--- src/rtl/nic_cpu_responder_if.sv ---
// nic_cpu_responder_if: CPU register port plus router local-port signals of a NIC.
//   master : CPU/router side (drives nicAddr/nicEn/nicWrEn/nicDataIn, net_si/net_di,
//            net_ro, net_polarity; observes nicDataOut, net_ri, net_so, net_do)
//   slave  : NIC side (the mirror image)
// Data vectors are big-endian: bit 0 is the MSB.
interface nic_cpu_responder_if #(
  parameter int unsigned DATA_WIDTH = 64,
  parameter int unsigned ADDR_WIDTH = 2
);
  logic [ADDR_WIDTH-1:0] nicAddr;
  logic                  nicEn;
  logic                  nicWrEn;
  logic [0:DATA_WIDTH-1] nicDataIn;
  logic [0:DATA_WIDTH-1] nicDataOut;
  logic                  net_si;
  logic                  net_ri;
  logic [0:DATA_WIDTH-1] net_di;
  logic                  net_so;
  logic                  net_ro;
  logic [0:DATA_WIDTH-1] net_do;
  logic                  net_polarity;

  modport master (
    output nicAddr, nicEn, nicWrEn, nicDataIn, net_si, net_di, net_ro, net_polarity,
    input  nicDataOut, net_ri, net_so, net_do
  );

  modport slave (
    input  nicAddr, nicEn, nicWrEn, nicDataIn, net_si, net_di, net_ro, net_polarity,
    output nicDataOut, net_ri, net_so, net_do
  );
endinterface

--- src/rtl/nic_cpu_responder.sv ---
// nic_cpu_responder: CPU-side register responder and router-side endpoint of a ring node.
// Holds one packet per direction, each with a full flag.
// Ports:
//   clk    : rising-edge clock
//   reset  : asynchronous active-low reset
//   nic    : nic_cpu_responder_if.slave (CPU register port + router send/ready channels)
// Register map: 0 input buffer (RO), 1 input status (RO), 2 output buffer (WO),
//   3 output status (RO). Status word: bit 63 (LSB) = full, bit 62 = overflow.
// Option: define NIC_OVERFLOW_FLAG_EN for a sticky overflow flag set by writes dropped while
//   the output buffer is full; reported in output status bit 62, cleared by an addr-3 read.
module nic_cpu_responder #(
  parameter int unsigned DATA_WIDTH = 64,
  parameter int unsigned ADDR_WIDTH = 2
) (
  input logic                clk,
  input logic                reset,
  nic_cpu_responder_if.slave nic
);

  typedef logic [0:DATA_WIDTH-1] wordT;

  localparam logic [ADDR_WIDTH-1:0] addrInBuf     = ADDR_WIDTH'(0);
  localparam logic [ADDR_WIDTH-1:0] addrInStatus  = ADDR_WIDTH'(1);
  localparam logic [ADDR_WIDTH-1:0] addrOutBuf    = ADDR_WIDTH'(2);
  localparam logic [ADDR_WIDTH-1:0] addrOutStatus = ADDR_WIDTH'(3);

  wordT inBufQ, inBufD, outBufQ, outBufD;
  logic inFullQ, inFullD, outFullQ, outFullD;
  logic rdEn, wrEn, inCapture, inRelease, outWrite, outSend, ovfQ;
  wordT inStatus, outStatus;

  assign rdEn      = nic.nicEn & ~nic.nicWrEn;
  assign wrEn      = nic.nicEn & nic.nicWrEn;
  assign inCapture = nic.net_si & ~inFullQ;
  assign inRelease = rdEn & (nic.nicAddr == addrInBuf) & inFullQ;
  // Writes are accepted only into an empty buffer; this also drops a write landing in the
  // same cycle the router takes the packet.
  assign outWrite  = wrEn & (nic.nicAddr == addrOutBuf) & ~outFullQ;

  assign nic.net_ri = ~inFullQ;
  // Bit 0 of the packet selects the virtual channel; inject only on the matching polarity.
  assign nic.net_so = outFullQ & (outBufQ[0] == nic.net_polarity);
  assign nic.net_do = outBufQ;
  assign outSend    = nic.net_so & nic.net_ro;

`ifdef NIC_OVERFLOW_FLAG_EN
  logic ovfD, outDrop;
  assign outDrop = wrEn & (nic.nicAddr == addrOutBuf) & outFullQ;

  always_comb begin
    ovfD = ovfQ;
    if (outDrop) begin
      ovfD = 1'b1;
    end else if (rdEn && (nic.nicAddr == addrOutStatus)) begin
      ovfD = 1'b0;
    end
  end

  always_ff @(posedge clk or negedge reset) begin
    if (!reset) begin
      ovfQ <= 1'b0;
    end else begin
      ovfQ <= ovfD;
    end
  end
`else
  assign ovfQ = 1'b0;
`endif

  always_comb begin
    inStatus                = '0;
    inStatus[DATA_WIDTH-1]  = inFullQ;
    outStatus               = '0;
    outStatus[DATA_WIDTH-1] = outFullQ;
    outStatus[DATA_WIDTH-2] = ovfQ;
  end

  always_comb begin
    nic.nicDataOut = '0;
    if (rdEn) begin
      case (nic.nicAddr)
        addrInBuf:     nic.nicDataOut = inBufQ;
        addrInStatus:  nic.nicDataOut = inStatus;
        addrOutStatus: nic.nicDataOut = outStatus;
        default:       nic.nicDataOut = '0;
      endcase
    end
  end

  // Capture needs an empty buffer and release a full one, so they never coincide;
  // likewise for write and send on the output side.
  always_comb begin
    inBufD   = inBufQ;
    inFullD  = inFullQ;
    outBufD  = outBufQ;
    outFullD = outFullQ;
    if (inCapture) begin
      inBufD  = nic.net_di;
      inFullD = 1'b1;
    end else if (inRelease) begin
      inFullD = 1'b0;
    end
    if (outWrite) begin
      outBufD  = nic.nicDataIn;
      outFullD = 1'b1;
    end else if (outSend) begin
      outFullD = 1'b0;
    end
  end

  always_ff @(posedge clk or negedge reset) begin
    if (!reset) begin
      inBufQ   <= '0;
      inFullQ  <= 1'b0;
      outBufQ  <= '0;
      outFullQ <= 1'b0;
    end else begin
      inBufQ   <= inBufD;
      inFullQ  <= inFullD;
      outBufQ  <= outBufD;
      outFullQ <= outFullD;
    end
  end

endmodule

--- src/flat_wrapper.sv ---
// flat-port wrapper written by rule: the top's interface ports become plain ports
module nic_cpu_responder_flat 
#(
  parameter int unsigned DATA_WIDTH = 64,
  parameter int unsigned ADDR_WIDTH = 2
)
  (clk, reset, nic_nicAddr, nic_nicEn, nic_nicWrEn, nic_nicDataIn, nic_net_si, nic_net_di, nic_net_ro, nic_net_polarity, nic_nicDataOut, nic_net_ri, nic_net_so, nic_net_do);
  nic_cpu_responder_if #(.DATA_WIDTH(DATA_WIDTH), .ADDR_WIDTH(ADDR_WIDTH)) nic_i ();
  input logic clk;
  input logic reset;
  input wire logic [$bits(nic_i.nicAddr)-1:0] nic_nicAddr;
  input wire logic [$bits(nic_i.nicEn)-1:0] nic_nicEn;
  input wire logic [$bits(nic_i.nicWrEn)-1:0] nic_nicWrEn;
  input wire logic [$bits(nic_i.nicDataIn)-1:0] nic_nicDataIn;
  input wire logic [$bits(nic_i.net_si)-1:0] nic_net_si;
  input wire logic [$bits(nic_i.net_di)-1:0] nic_net_di;
  input wire logic [$bits(nic_i.net_ro)-1:0] nic_net_ro;
  input wire logic [$bits(nic_i.net_polarity)-1:0] nic_net_polarity;
  output wire logic [$bits(nic_i.nicDataOut)-1:0] nic_nicDataOut;
  output wire logic [$bits(nic_i.net_ri)-1:0] nic_net_ri;
  output wire logic [$bits(nic_i.net_so)-1:0] nic_net_so;
  output wire logic [$bits(nic_i.net_do)-1:0] nic_net_do;
  assign nic_i.nicAddr = nic_nicAddr;
  assign nic_i.nicEn = nic_nicEn;
  assign nic_i.nicWrEn = nic_nicWrEn;
  assign nic_i.nicDataIn = nic_nicDataIn;
  assign nic_i.net_si = nic_net_si;
  assign nic_i.net_di = nic_net_di;
  assign nic_i.net_ro = nic_net_ro;
  assign nic_i.net_polarity = nic_net_polarity;
  assign nic_nicDataOut = nic_i.nicDataOut;
  assign nic_net_ri = nic_i.net_ri;
  assign nic_net_so = nic_i.net_so;
  assign nic_net_do = nic_i.net_do;
  nic_cpu_responder #(.DATA_WIDTH(DATA_WIDTH), .ADDR_WIDTH(ADDR_WIDTH)) u_core (.clk(clk), .reset(reset), .nic(nic_i));
endmodule
--- config.mk ---
export PLATFORM = sky130hd
export DESIGN_NAME = nic_cpu_responder_flat
export DESIGN_NICKNAME = d
export VERILOG_FILES = /design/src/rtl/nic_cpu_responder_if.sv /design/src/rtl/nic_cpu_responder.sv /design/src/flat_wrapper.sv
export SDC_FILE = /design/constraint.sdc
export NUM_CORES = 1
export LEC_CHECK = 0
export BUFFER_PORTS_ARGS = -buffer_cell sky130_fd_sc_hd__buf_2
export CORE_MARGIN = 1
export CORE_UTILIZATION = 50
export CTS_CLUSTER_SIZE = 16
export DETAILED_ROUTE_END_ITERATION = 10
export PLACE_DENSITY = 0.91
export SLEW_MARGIN = 10
export SYNTH_ARGS = -nofsm -noshare
export SYNTH_HDL_FRONTEND = slang
export SYNTH_SLANG_ARGS = --single-unit
--- constraint.sdc ---
create_clock -name clk -period 2.16 [get_ports clk]
set_input_delay 0.324 -clock clk [delete_from_list [all_inputs] [get_ports clk]]
set_output_delay 0.324 -clock clk [all_outputs]
set_load 0.005 [all_outputs]
==> reports/results.txt, run 1 <==
The number of port buffers was 266. The worst hold path belongs to the class input pin to register. The post-synthesis area per instance was 15.6 um^2; the diode insertion count for antenna repair was 0. The initial antenna violation count came out at 0. Measured along the x axis, the die boundary spans 107 um. The routed wirelength normalized by instance count was 16.9 um; the post-synthesis adder-cell area fraction was 0%. The latest clock arrival within the worst-skew pair is 0.51 ns, and the slew at the pin with the worst max-slew slack is 0.676 ns. The logs give 161 for the iteration-0 DRC count of the detailed router and 0 for the number of DRC violations after detailed routing. After global routing the overflow that remains totals 0. Worst hold margin: 0.0352 ns. The tools report the post-route antenna net violation count as 0.

The number of nets in the synthesized netlist is 493. The total clock sinks is 130. The run finished with clean final reports. In this run the power spent charging and discharging nets is 2.36 mW. The number of instances in the synthesized netlist is 356.

In the final layout, the share of cells above drive strength 1 is 68.1%. The clock passes through at most 2 buffers. The clock share of power is 32.1%, and the shortest period the worst path allows is 1.96 ns.

Summing all multi-input logic gate instances after layout gives 0.00215 mm^2. Setup total negative slack on the finished layout was measured at 0 ns. Once the floorplan was initialized, standard cells occupied 51.3% of the core. Kind of critical path: register to output port.

The launch point of the critical path was u_core.inFullQ. The highest fanout seen on the critical path is 3, and the slack of the worst reg-to-reg path is 0.53 ns. In the synthesized netlist, mux cells make up 29.4% of the area. The tools report the endpoint arrival time on the critical path as 1.64 ns.

Setup violations remaining at the end of the flow were counted as 0. The filler cells instantiated in the layout total 741. The total routed wirelength was 13.2 mm. The worst register-to-register path ends at u_core.nic.net_do[19]. The tools report the internal power as 6.70 mW.

The logs give 509 MHz for the highest achievable clock rate and 43.5% for the sequential power share. Entering global routing, the biggest net connects 131 pins. After synthesis the cells add up to 0.00556 mm^2. Register bit count reported by yosys: 130. In the global route stage, overall resource usage came out at 24.0%. Registers take 0.00325 mm^2.

At the worst endpoint, the required time is 1.84 ns. Buffers added to address setup during post-CTS repair amount to 0. Between clock sinks in the finished design, the worst skew comes to 0.00644 ns. During I/O placement, the number of pins put on the boundary was 267.

The floorplan step defined a die boundary enclosing 0.0116 mm^2. The worst register-to-register path begins at u_core.outFullQ. The vertical die dimension is 107 um. The max-capacitance violation count was 0. The hold violation count in the final report was 0.

TritonCTS built the clock tree. In this run the clock root is driven by a sky130_fd_sc_hd__clkbuf_8. Combinational family with the most area after synthesis: multiplexers.

After detailed routing, the number of vias per cell comes to 4.93. STA classifies the critical path startpoint as a register. The number of rows in the core area is 38, and the first-pass GRT wire length is 20.7 mm. The tools report the via count of the first global-routing pass as 4068.

Setup repair after global routing left no endpoint under its margin. Dividing total power by cell area gives a power density of 1190 mW/mm^2. The compound-gate portion of the synthesized area works out to 0.405%. After synthesis, the netlist uses 20 different library cells.

Measured against its own limit, the worst slew margin works out to 54.9%. The final count of pins violating max slew is 0, and the sequential area share after synthesis is 58.5%. The worst register-to-register path has a depth of 3.

Leaving out filler cells and counting taps, the final layout contains 779. The synthesized netlist devotes 8.37% of its cell area to simple gates. Summing the areas of all xor and xnor instances in the mapped netlist gives 0.157% of the synthesized area. The maximum VDD drop was 0.706 mV; the combinational cell fraction of total power was 24.4%. Leakage power: 3.92 nW.

The worst setup path is captured at an output port. TritonCTS created 17 clock buffers. Dividing the final minimum period by the clock period gives 90.9%. The area growth from synthesis to final layout was 36.8%; the CTS H-tree depth was 4. The Yosys step of the flow raised 0 warnings.

The first detailed-routing pass ran for 4 iterations. In this run, placement finished with an instance count of 746. Fraction of power spent switching nets: 26.1%. The run gives 763 as the final-stage net count. Routability-driven placement finished with a final weighted congestion of 0.798. The final route contains 3842 vias. Detailed placement finished with a half-perimeter wire length of 9.32 mm.

The clock transition at the register clock pins on the worst setup and hold paths after CTS is 0.06 ns. The tools report the capture point of the worst path as nic_nicDataOut[0]. For the area of the core region, the log shows 0.0108 mm^2.
==> cell type report <==
type                            count  share of cell area, %
Inverter                            1                 0.0493
Tap cell                          140                   2.30
Timing Repair Buffer              271                   18.7
Sequential cell                   130                   42.7
Multi-Input combinational cell    205                   28.2
Clock inverter                     12                   2.04
Clock buffer                       20                   5.98
==> cell families (layout without fill, tap and decap cells) <==
group | Yosys count | in the layout
compound gates | 3 | 3
mux | 129 | 129
flops | 130 | 130
xor+xnor | 1 | 1
simple gates | 72 | 72
buf+inv | 21 | 304
==> sequential cells by signal (all words and copies together), names as in the netlist <==
name / count
u_core.inBufQ: 64
u_core.nic.net_do: 64
u_core.inFullQ: 1
u_core.outFullQ: 1
==> worst min-delay path by stage <==
stage / startpoint / to / slack (ns) / cells after the start
after floorplan: reset / u_core.inBufQ[0] / 0.03 / 0
after global placement: reset / u_core.nic.net_do[45] / 0.48 / 2
after detailed placement: reset / u_core.nic.net_do[47] / 0.49 / 2
after CTS: nic_nicDataIn[31] / u_core.nic.net_do[32] / 0.01 / 2
after global routing: nic_nicDataIn[33] / u_core.nic.net_do[30] / 0.01 / 2
final: nic_nicDataIn[31] / u_core.nic.net_do[32] / 0.04 / 2
==> per-layer routing <==
layer | share of wire (%) | track usage (%) | wire [um]
met3 | 6.1 | 6.48 | 802
met2 | 53 | 41.9 | 6970
met4 | 2.5 | 11.8 | 325
met1 | 38 | 26.8 | 5070
met5 | 0 | 0 | 0
==> critical path: stages (launching register included) <==
cell,delay [ns]
sky130_fd_sc_hd__dfrtp_1,0.46
sky130_fd_sc_hd__mux2_2,0.30
sky130_fd_sc_hd__a22oi_1,0.19
sky130_fd_sc_hd__nor3b_1,0.07
sky130_fd_sc_hd__buf_2,0.12
==> cells in the final DEF, fill, tap and decap left out, types with 3 or more instances in the layout <==
master,synthesis,final
sky130_fd_sc_hd__and2_1,64,64
sky130_fd_sc_hd__buf_12,5,4
sky130_fd_sc_hd__buf_2,8,265
sky130_fd_sc_hd__bufinv_16,0,3
sky130_fd_sc_hd__clkbuf_16,0,16
sky130_fd_sc_hd__clkbuf_8,0,4
sky130_fd_sc_hd__clkinv_2,0,3
sky130_fd_sc_hd__clkinv_4,0,3
sky130_fd_sc_hd__dfrtp_1,130,130
sky130_fd_sc_hd__mux2_2,80,80
sky130_fd_sc_hd__mux2_4,49,49
==> power groups by stage <==
stage | Combinational (mW) | Sequential, mW | Clock (mW)
2_1_floorplan | 1.38 | 3.83 | 0
3_3_place_gp | 2.11 | 3.88 | 0
3_5_place_dp | 2.24 | 3.95 | 0
4_1_cts | 2.25 | 3.94 | 2.97
5_1_grt | 2.40 | 4.07 | 3.08
6_report | 2.21 | 3.94 | 2.91
==> cell usage after synthesis (all sizes together) <==
cell type / count / area share [%]
nor3: 2 / 0.47
inv: 1 / 0.067
xnor2: 1 / 0.16
nor2b: 1 / 0.11
buf: 14 / 2.7
nand2: 2 / 0.13
and2: 64 / 7.2
a22oi: 1 / 0.13
mux2: 129 / 29
nand2b: 1 / 0.25
clkbuf: 6 / 0.40
nor2: 1 / 0.067
nor3b: 1 / 0.13
dfrtp: 130 / 58
a21o: 1 / 0.13
o21bai: 1 / 0.13
==> timing repair <==
| action | in CTS | in global routing |
|---|---|---|
| resized for setup | 0 | 0 |
| hold buffers | 1 | 0 |
| hold endpoints to repair | 130 | 0 |
==> through the flow <==
| step | setup slack (ns) | utilization [%] | area [um^2] | power (mW) |
|---|---|---|---|---|
| after floorplan | 0.748 | - | 5560 | 5.22 |
| after global placement | 0.463 | 64.5 | 6990 | 5.99 |
| after detailed placement | 0.392 | 64.5 | 6990 | 6.19 |
| after CTS | 0.160 | 70.2 | 7610 | 9.16 |
| after global routing | 0.140 | 70.2 | 7610 | 9.55 |
| final | 0.196 | 70.2 | 7610 | 9.06 |
Note: power is estimated with default switching activity, not from simulation.
==> run 2: changes to the inputs <==
--- a/config.mk
+++ b/config.mk
@@ -7,10 +7,10 @@
 export LEC_CHECK = 0
 export BUFFER_PORTS_ARGS = -buffer_cell sky130_fd_sc_hd__buf_2
 export CORE_MARGIN = 1
-export CORE_UTILIZATION = 50
+export CORE_UTILIZATION = 45
 export CTS_CLUSTER_SIZE = 16
 export DETAILED_ROUTE_END_ITERATION = 10
-export PLACE_DENSITY = 0.91
+export PLACE_DENSITY = 0.83
 export SLEW_MARGIN = 10
 export SYNTH_ARGS = -nofsm -noshare
 export SYNTH_HDL_FRONTEND = slang
==> reports/results.txt, run 2 (synthesis gave the netlist of run 1 again) <==
The tree is rooted in a sky130_fd_sc_hd__clkbuf_16. Compared with the post-synthesis result, the final layout area differs by 37.1%. Setup total negative slack on the finished layout was measured at 0 ns.

Initial core utilization: 46.3%. The run finished with clean final reports. For the worst slack after detailed placement, the log shows 0.466 ns. The non-filler instance count after layout is 789.

The area of all placed cells without fillers was 0.00763 mm^2. VDD sags by at most 0.722 mV. The total placed cells including tap cells is 756.

Summed over all cells, the static leakage comes to 3.93 nW. Wires add up to 12.4 mm. TritonCTS built the clock tree. After clock tree synthesis, the clock-pin slew on the worst setup and hold paths is 0.05 ns. Pin placement for this block handled 267 I/O pins.

The worst path uses 86.2% of the clock period. In this run the critical register-to-register path is launched from u_core.outFullQ. After layout, the minimum clock period comes to 1.86 ns. For the initial antenna violation count, the log shows 0. Dividing the detail-routed via count by the number of cells gives 4.80. The detail route stage leaves a number of antenna-violating nets equal to 0. CTS saw 130 sinks. The slew at the pin with the worst max-slew slack is 0.432 ns.

Max-cap violations in this run came to 0. Wire segments on met3 add up to 769 um in the final route. STA classifies the critical path endpoint as an output port. In this run the critical register-to-register path is captured at u_core.nic.net_do[12]. The clock arrives with 0.00703 ns of skew. For the sum of routed wire segments on met1, the log shows 5.04 mm. For the final setup slack of the worst path, the log shows 0.298 ns. The worst hold margin is 0.146 ns. The highest metal layer carrying signal wires in the routed design is met4. After detailed placement, the total cell area comes to 0.00702 mm^2. Setup repair after global routing left no endpoint under its margin. Summed over all layers, the global routing overflow is 0. Along the worst hold path, the cell count comes to 2. The run gives 0 as the final count of pins violating max slew. In this run, the number of DRC markers left after iteration 0 of detailed routing was 128. The sequential cells in the finished layout cover a total of 0.00325 mm^2.

The multi-input combinational cells in the finished layout cover a total of 0.00215 mm^2. In this run the most critical hold path is launched from nic_nicDataIn[25]. The run gives 0 as the number of DRC violations after detailed routing. The die covers 0.0128 mm^2.

At the worst endpoint, the required time is 1.84 ns. The hold violation count in the final report is 0. After clock tree synthesis, the repair step resized 0 gates. For this run, the detailed router's first-pass iteration total came to 4. Leaving out fill and tap cells, the most frequent cells in the layout are 265 x sky130_fd_sc_hd__buf_2, 130 x sky130_fd_sc_hd__dfrtp_1, 80 x sky130_fd_sc_hd__mux2_2. Once layout is complete, the utilization of the core stands at 63.5%. Slack of the worst reg-to-reg path: 0.61 ns. The first global-routing pass estimated 19.4 mm of wire. Clock tree synthesis inserted a total of 17 buffers. The detailed route wirelength on metal2 is 6.30 mm.

The path class of the lowest-slack min-delay path is input pin to register. The clock tree buffer depth is 2, and the power density over cell area is 1170 mW/mm^2. The run gives 4 as the CTS H-tree depth. The library cell used most frequently in the layout, excluding fill and tap cells, is sky130_fd_sc_hd__buf_2. Worst min-delay path endpoint: u_core.nic.net_do[38]. The width of the chip is 113 um, and the last weighted congestion value of the routability-driven placer is 0.796. The kind of critical path is register to output port. Measured along the y axis, the die boundary spans 113 um.

The type of element launching the critical path was a register. Via count of the first global-routing pass: 3876. Along the worst path, the maximum fanout reaches 3. Counting the fill cells in the layout gives 899.

After layout, the design draws a total of 8.96 mW. For this block, the via count after detailed routing is 3787. After detailed routing, the average wire length per cell comes to 15.7 um. Number of setup violations in the final report: 0.

Measured in cells, the most critical reg-to-reg path has a length of 3. The highest achievable clock rate came out at 537 MHz. The area of the core region is 0.0120 mm^2, and the number of rows in the core area is 40. The logs give 0.41 ns for the latest clock arrival within the worst-skew pair and 0 for the diode insertion count for antenna repair. For the worst setup path, the data arrival time is 1.54 ns. In this run the tool buffered the top-level ports with 266 buffer cells.

The run gives 9.09 mm as the half-perimeter wire length after placement. The final-stage net count is 766. Across every metal layer, demand over resource in global routing totals 20.0%. The worst pin sits at a relative slew slack of 71.2%. The layout cell share with drive strength beyond 1 was 67.8%; the maximum number of pins on one net before global-route repair was 69.
[run 2: cell type report]
| type | count | share of cell area, % |
|---|---|---|
| clock inverter | 10 | 1.74 |
| inverter | 1 | 0.0492 |
| multi-input combinational | 205 | 28.1 |
| timing repair buffer | 274 | 19.0 |
| sequential | 130 | 42.6 |
| tap | 147 | 2.41 |
| clock buffer | 22 | 6.08 |
[run 2: how the worst max path moves through the flow]
| stage | from | to | slack [ns] | depth (start not counted) |
|---|---|---|---|---|
| floorplan | nic_nicAddr[0] | u_core.nic.net_do[1] | 0.75 | 5 |
| global placement | nic_nicAddr[0] | u_core.nic.net_do[11] | 0.51 | 5 |
| detailed placement | nic_nicAddr[0] | u_core.nic.net_do[12] | 0.47 | 5 |
| CTS | u_core.inFullQ | nic_nicDataOut[0] | 0.27 | 4 |
| global route | u_core.inFullQ | nic_nicDataOut[0] | 0.19 | 4 |
| finish | u_core.inFullQ | nic_nicDataOut[0] | 0.30 | 4 |
[run 2: worst max-delay path, stage by stage, from the launching register on]
cell and delay [ns]:
sky130_fd_sc_hd__dfrtp_1 0.45, sky130_fd_sc_hd__mux2_2 0.30, sky130_fd_sc_hd__a22oi_1 0.19, sky130_fd_sc_hd__nor3b_1 0.07, sky130_fd_sc_hd__buf_2 0.13
[run 2: metal layers]
| layer | up-vias | GRT usage (%) |
|---|---|---|
| met5 | - | 0 |
| met4 | 0 | 10.1 |
| met3 | 20 | 5.36 |
| met2 | 180 | 33.9 |
| met1 | 1829 | 23.5 |
| li1 | 1758 | - |
[run 2: power by group]
part | leakage (nW) | internal [mW] | switching (mW) | total, mW
sequential | 1.54 | 3.42 | 0.505 | 3.92
combinational | 2.10 | 1.43 | 0.746 | 2.17
clock | 0.286 | 1.87 | 0.996 | 2.86
total | 3.93 | 6.71 | 2.25 | 8.96
[run 2: repair_timing]
item,4_1_cts,5_1_grt
setup buffers,0,0
endpoints found under the setup margin,0,0
hold buffers,1,0
endpoints found under the hold margin,130,0
==> run 3: changes to the inputs <==
--- a/config.mk
+++ b/config.mk
@@ -5,6 +5,7 @@
 export SDC_FILE = /design/constraint.sdc
 export NUM_CORES = 1
 export LEC_CHECK = 0
+export ABC_AREA = 1
 export BUFFER_PORTS_ARGS = -buffer_cell sky130_fd_sc_hd__buf_2
 export CORE_MARGIN = 1
 export CORE_UTILIZATION = 45
==> reports/results.txt, run 3 <==
TritonCTS built the clock tree. For the number of setup violations in the final report, the log shows 0. The worst pin sits at a relative slew slack of 53.5%. Grouping stages by cell kind, the critical path spends the most delay in flip-flops.

Between clock sinks in the finished design, the worst skew comes to 0.00699 ns. Last weighted congestion value of the routability-driven placer: 0.787. Counting stages on the worst path, the most repeated cell is sky130_fd_sc_hd__o21ai_0. Critical-path cell with the highest stage delay: sky130_fd_sc_hd__dfrtp_1.

The tools report the final count of pins violating max slew as 0. The count of nets left with antenna violations once routing finished came out at 0. The area of the core region is 0.0121 mm^2. Dividing the detail-routed wire length by the instance count gives 13.5 um.

Wires add up to 15.5 mm. The clock reaches the later pin of the worst-skew pair after 0.41 ns. After synthesis the netlist holds a flip-flop and latch count of 130. After global routing the overflow that remains totals 0. The commonest cells after synthesis are 394 x sky130_fd_sc_hd__nand2_1, 130 x sky130_fd_sc_hd__dfrtp_1, 68 x sky130_fd_sc_hd__nand3_1. Measured along the y axis, the die boundary spans 114 um. STA puts the critical path data required time at 1.84 ns. The logs give 10.5 mm for the half-perimeter wire length after placement and 0 ns for the sum of negative setup slack. In this run the register-to-register setup slack is 0.58 ns.

The logs give 40 for the number of rows in the core area and 130 for the total clock sinks. A synthesized cell averages 7.79 um^2. The CTS H-tree depth was 4. The path class of the lowest-slack min-delay path was input pin to register. The kind of critical path was register to output port. The post-synthesis instance area came out at 0.00561 mm^2.

The number of filler cells placed in the layout came out at 1083. The top-area cell type share of the netlist area came out at 58.0%. The clock tree buffer depth was 2. Area growth from synthesis to final layout: 37.7%. In the synthesized netlist the dominant register cell turns out to be sky130_fd_sc_hd__dfrtp_1. The run finished with clean final reports. The maximum VDD drop is 0.464 mV, and the first-pass GRT wire length is 25.0 mm.

During placement, the flow inserted port buffers numbering 266. The completed layout was analyzed and its total power is 8.47 mW. The shortest period the worst path allows was 1.71 ns; the number of DRC violations after detailed routing was 0. Across all layers, the routed design uses 5556 vias. Clock root buffer master: sky130_fd_sc_hd__clkbuf_16. The number of buffers and inverters on the critical path came out at 2.

The top cell types in the final layout, fill and taps aside, are 392 x sky130_fd_sc_hd__nand2_1, 265 x sky130_fd_sc_hd__buf_2, 130 x sky130_fd_sc_hd__dfrtp_1. Leaving out fill and tap cells, the most frequent cell in the layout is sky130_fd_sc_hd__nand2_1. The tool flagged a number of max-cap violations equal to 0. For this design the static power due to leakage is 4.49 nW. The synthesized design contains 0 enable-type register cells. Along the worst path, the maximum fanout reaches 3. For the global-route total usage across every layer, the log shows 24.9%. Largest area contributor in the synthesized netlist: sky130_fd_sc_hd__dfrtp_1.

On the worst path, the slowest cell contributes a delay of 0.38 ns. The worst setup path is captured at an output port. The final-stage net count was 1109; the via-per-instance ratio was 4.81. After clock tree synthesis, the clock-pin slew on the worst setup and hold paths is 0.06 ns. The die footprint came out at 0.0129 mm^2. The hold violation count in the final report was 0; the number of buffers inserted during clock tree synthesis was 17. Counting flops with an async set or reset pin after synthesis yields a share of 100%. Pin placement for this block handled 267 I/O pins. For the distinct cell type count after synthesis, the log shows 10.

Of the synthesized area, sequential elements account for 58.0%. The via count of the first global-routing pass is 5195, and the initial antenna violation count is 1. Cells with a size suffix above 1 make up 32.2% of the layout. Setup repair after global routing left no endpoint under its margin.

The final clock period utilization by the worst path came out at 79.3%. Walking the worst path, the cells encountered are inv_1, nand2_1, o21ai_0, o21ai_0, buf_2. The run gives 0 as the number of warnings reported in the yosys synthesis log.

By instance count, the leading cell after synthesis is sky130_fd_sc_hd__nand2_1. The width of the chip was 114 um; the maximum number of pins on one net before global-route repair was 66. The initial utilization of the core area, before any placement, comes to 46.5%.

The first-pass iteration count of the detailed router was 5. Static timing analysis puts the maximum clock frequency at 584 MHz. In the post-synthesis netlist, the biggest area contributors are sky130_fd_sc_hd__dfrtp_1 58%, sky130_fd_sc_hd__nand2_1 26%, sky130_fd_sc_hd__nand3_1 6.1%, sky130_fd_sc_hd__nor2_1 4.5%, sky130_fd_sc_hd__buf_2 2.9%. At the worst endpoint, the arrival time is 1.39 ns. Type of element launching the critical path: a register.

The number of gates resized after CTS was 0. Synthesis handed over a netlist of 720 instances. The number of nets handed over by synthesis was 857.

Hold timing on the final database bottoms out at a slack of 0.107 ns. For this design the ratio of total power to cell area is 1100 mW/mm^2. At the pin with the least slew margin, the transition time is 0.698 ns. For the iteration-0 DRC count of the detailed router, the log shows 397.
==> run 3: per-stage QoR <==
step,cells,setup WS (ns),instance area (um^2),utilization (%)
3_3_place_gp,1120,0.538,7150,59.3
4_1_cts,1153,0.426,7730,64.1
6_report,1154,0.448,7730,64.1
2_1_floorplan,720,0.889,5610,-
5_1_grt,1154,0.351,7730,64.1
3_5_place_dp,1120,0.468,7150,59.3
==> run 3: worst paths after layout <==
path                                  startpoint                    end  cells past startpoint
min reg2reg                u_core.nic.net_do[23]  u_core.nic.net_do[23]                      2
max in group asynchronous                  reset      u_core.inBufQ[17]                      3
min                            nic_nicDataIn[21]  u_core.nic.net_do[42]                      3
max                              u_core.outFullQ      nic_nicDataOut[0]                      5
max reg2reg                      u_core.outFullQ  u_core.nic.net_do[56]                      5
min in group asynchronous                  reset      u_core.inBufQ[11]                      2
==> run 3: cells by family after synthesis <==
group | share of synthesized area [%]
simple gates | 37.1
flops | 58.0
compound gates | 0.267
buf+inv | 4.66
==> run 3: final cells by class <==
type                    instances  area (um^2)  share of cell area [%]
diodes                          1         2.50                  0.0324
clock buffers                  19          453                    5.86
inverters                      10         37.5                   0.486
repair buffers                280         1550                    20.0
multi-input cells             533         2110                    27.4
clock inverters                13          113                    1.46
well taps                     168          210                    2.72
flip-flops and latches        130         3250                    42.1
==> run 3: worst register-to-register path: cells and delay by family, from the launching register on <==
family | cells | cell delay, ns
buffers and inverters | 2 | 0.52
and+or+nand+nor | 3 | 0.57
DFF | 1 | 0.38
==> run 3: timing repair <==
action	4_1_cts	5_1_grt
hold endpoints to repair	52	0
hold buffers	1	0
buffers inserted	0	0
==> run 3: power breakdown <==
group	leakage (nW)	internal [mW]	total [mW]	switching [mW]
combinational	2.61	0.832	2.01	1.18
clock	0.263	1.63	2.70	1.07
sequential	1.62	3.30	3.76	0.460
total	4.49	5.76	8.47	2.71
==> run 3: layer usage <==
layer  up-vias  routed length [um]  GRT usage (%)  part of all wire [%]
li1       2704                   -              -                     -
met1      2569                6470           31.1                    42
met2       249                7530           40.8                    49
met3        34                1080           6.32                   7.0
met4         0                 443           11.4                   2.9
met5         -                   0              0                     0
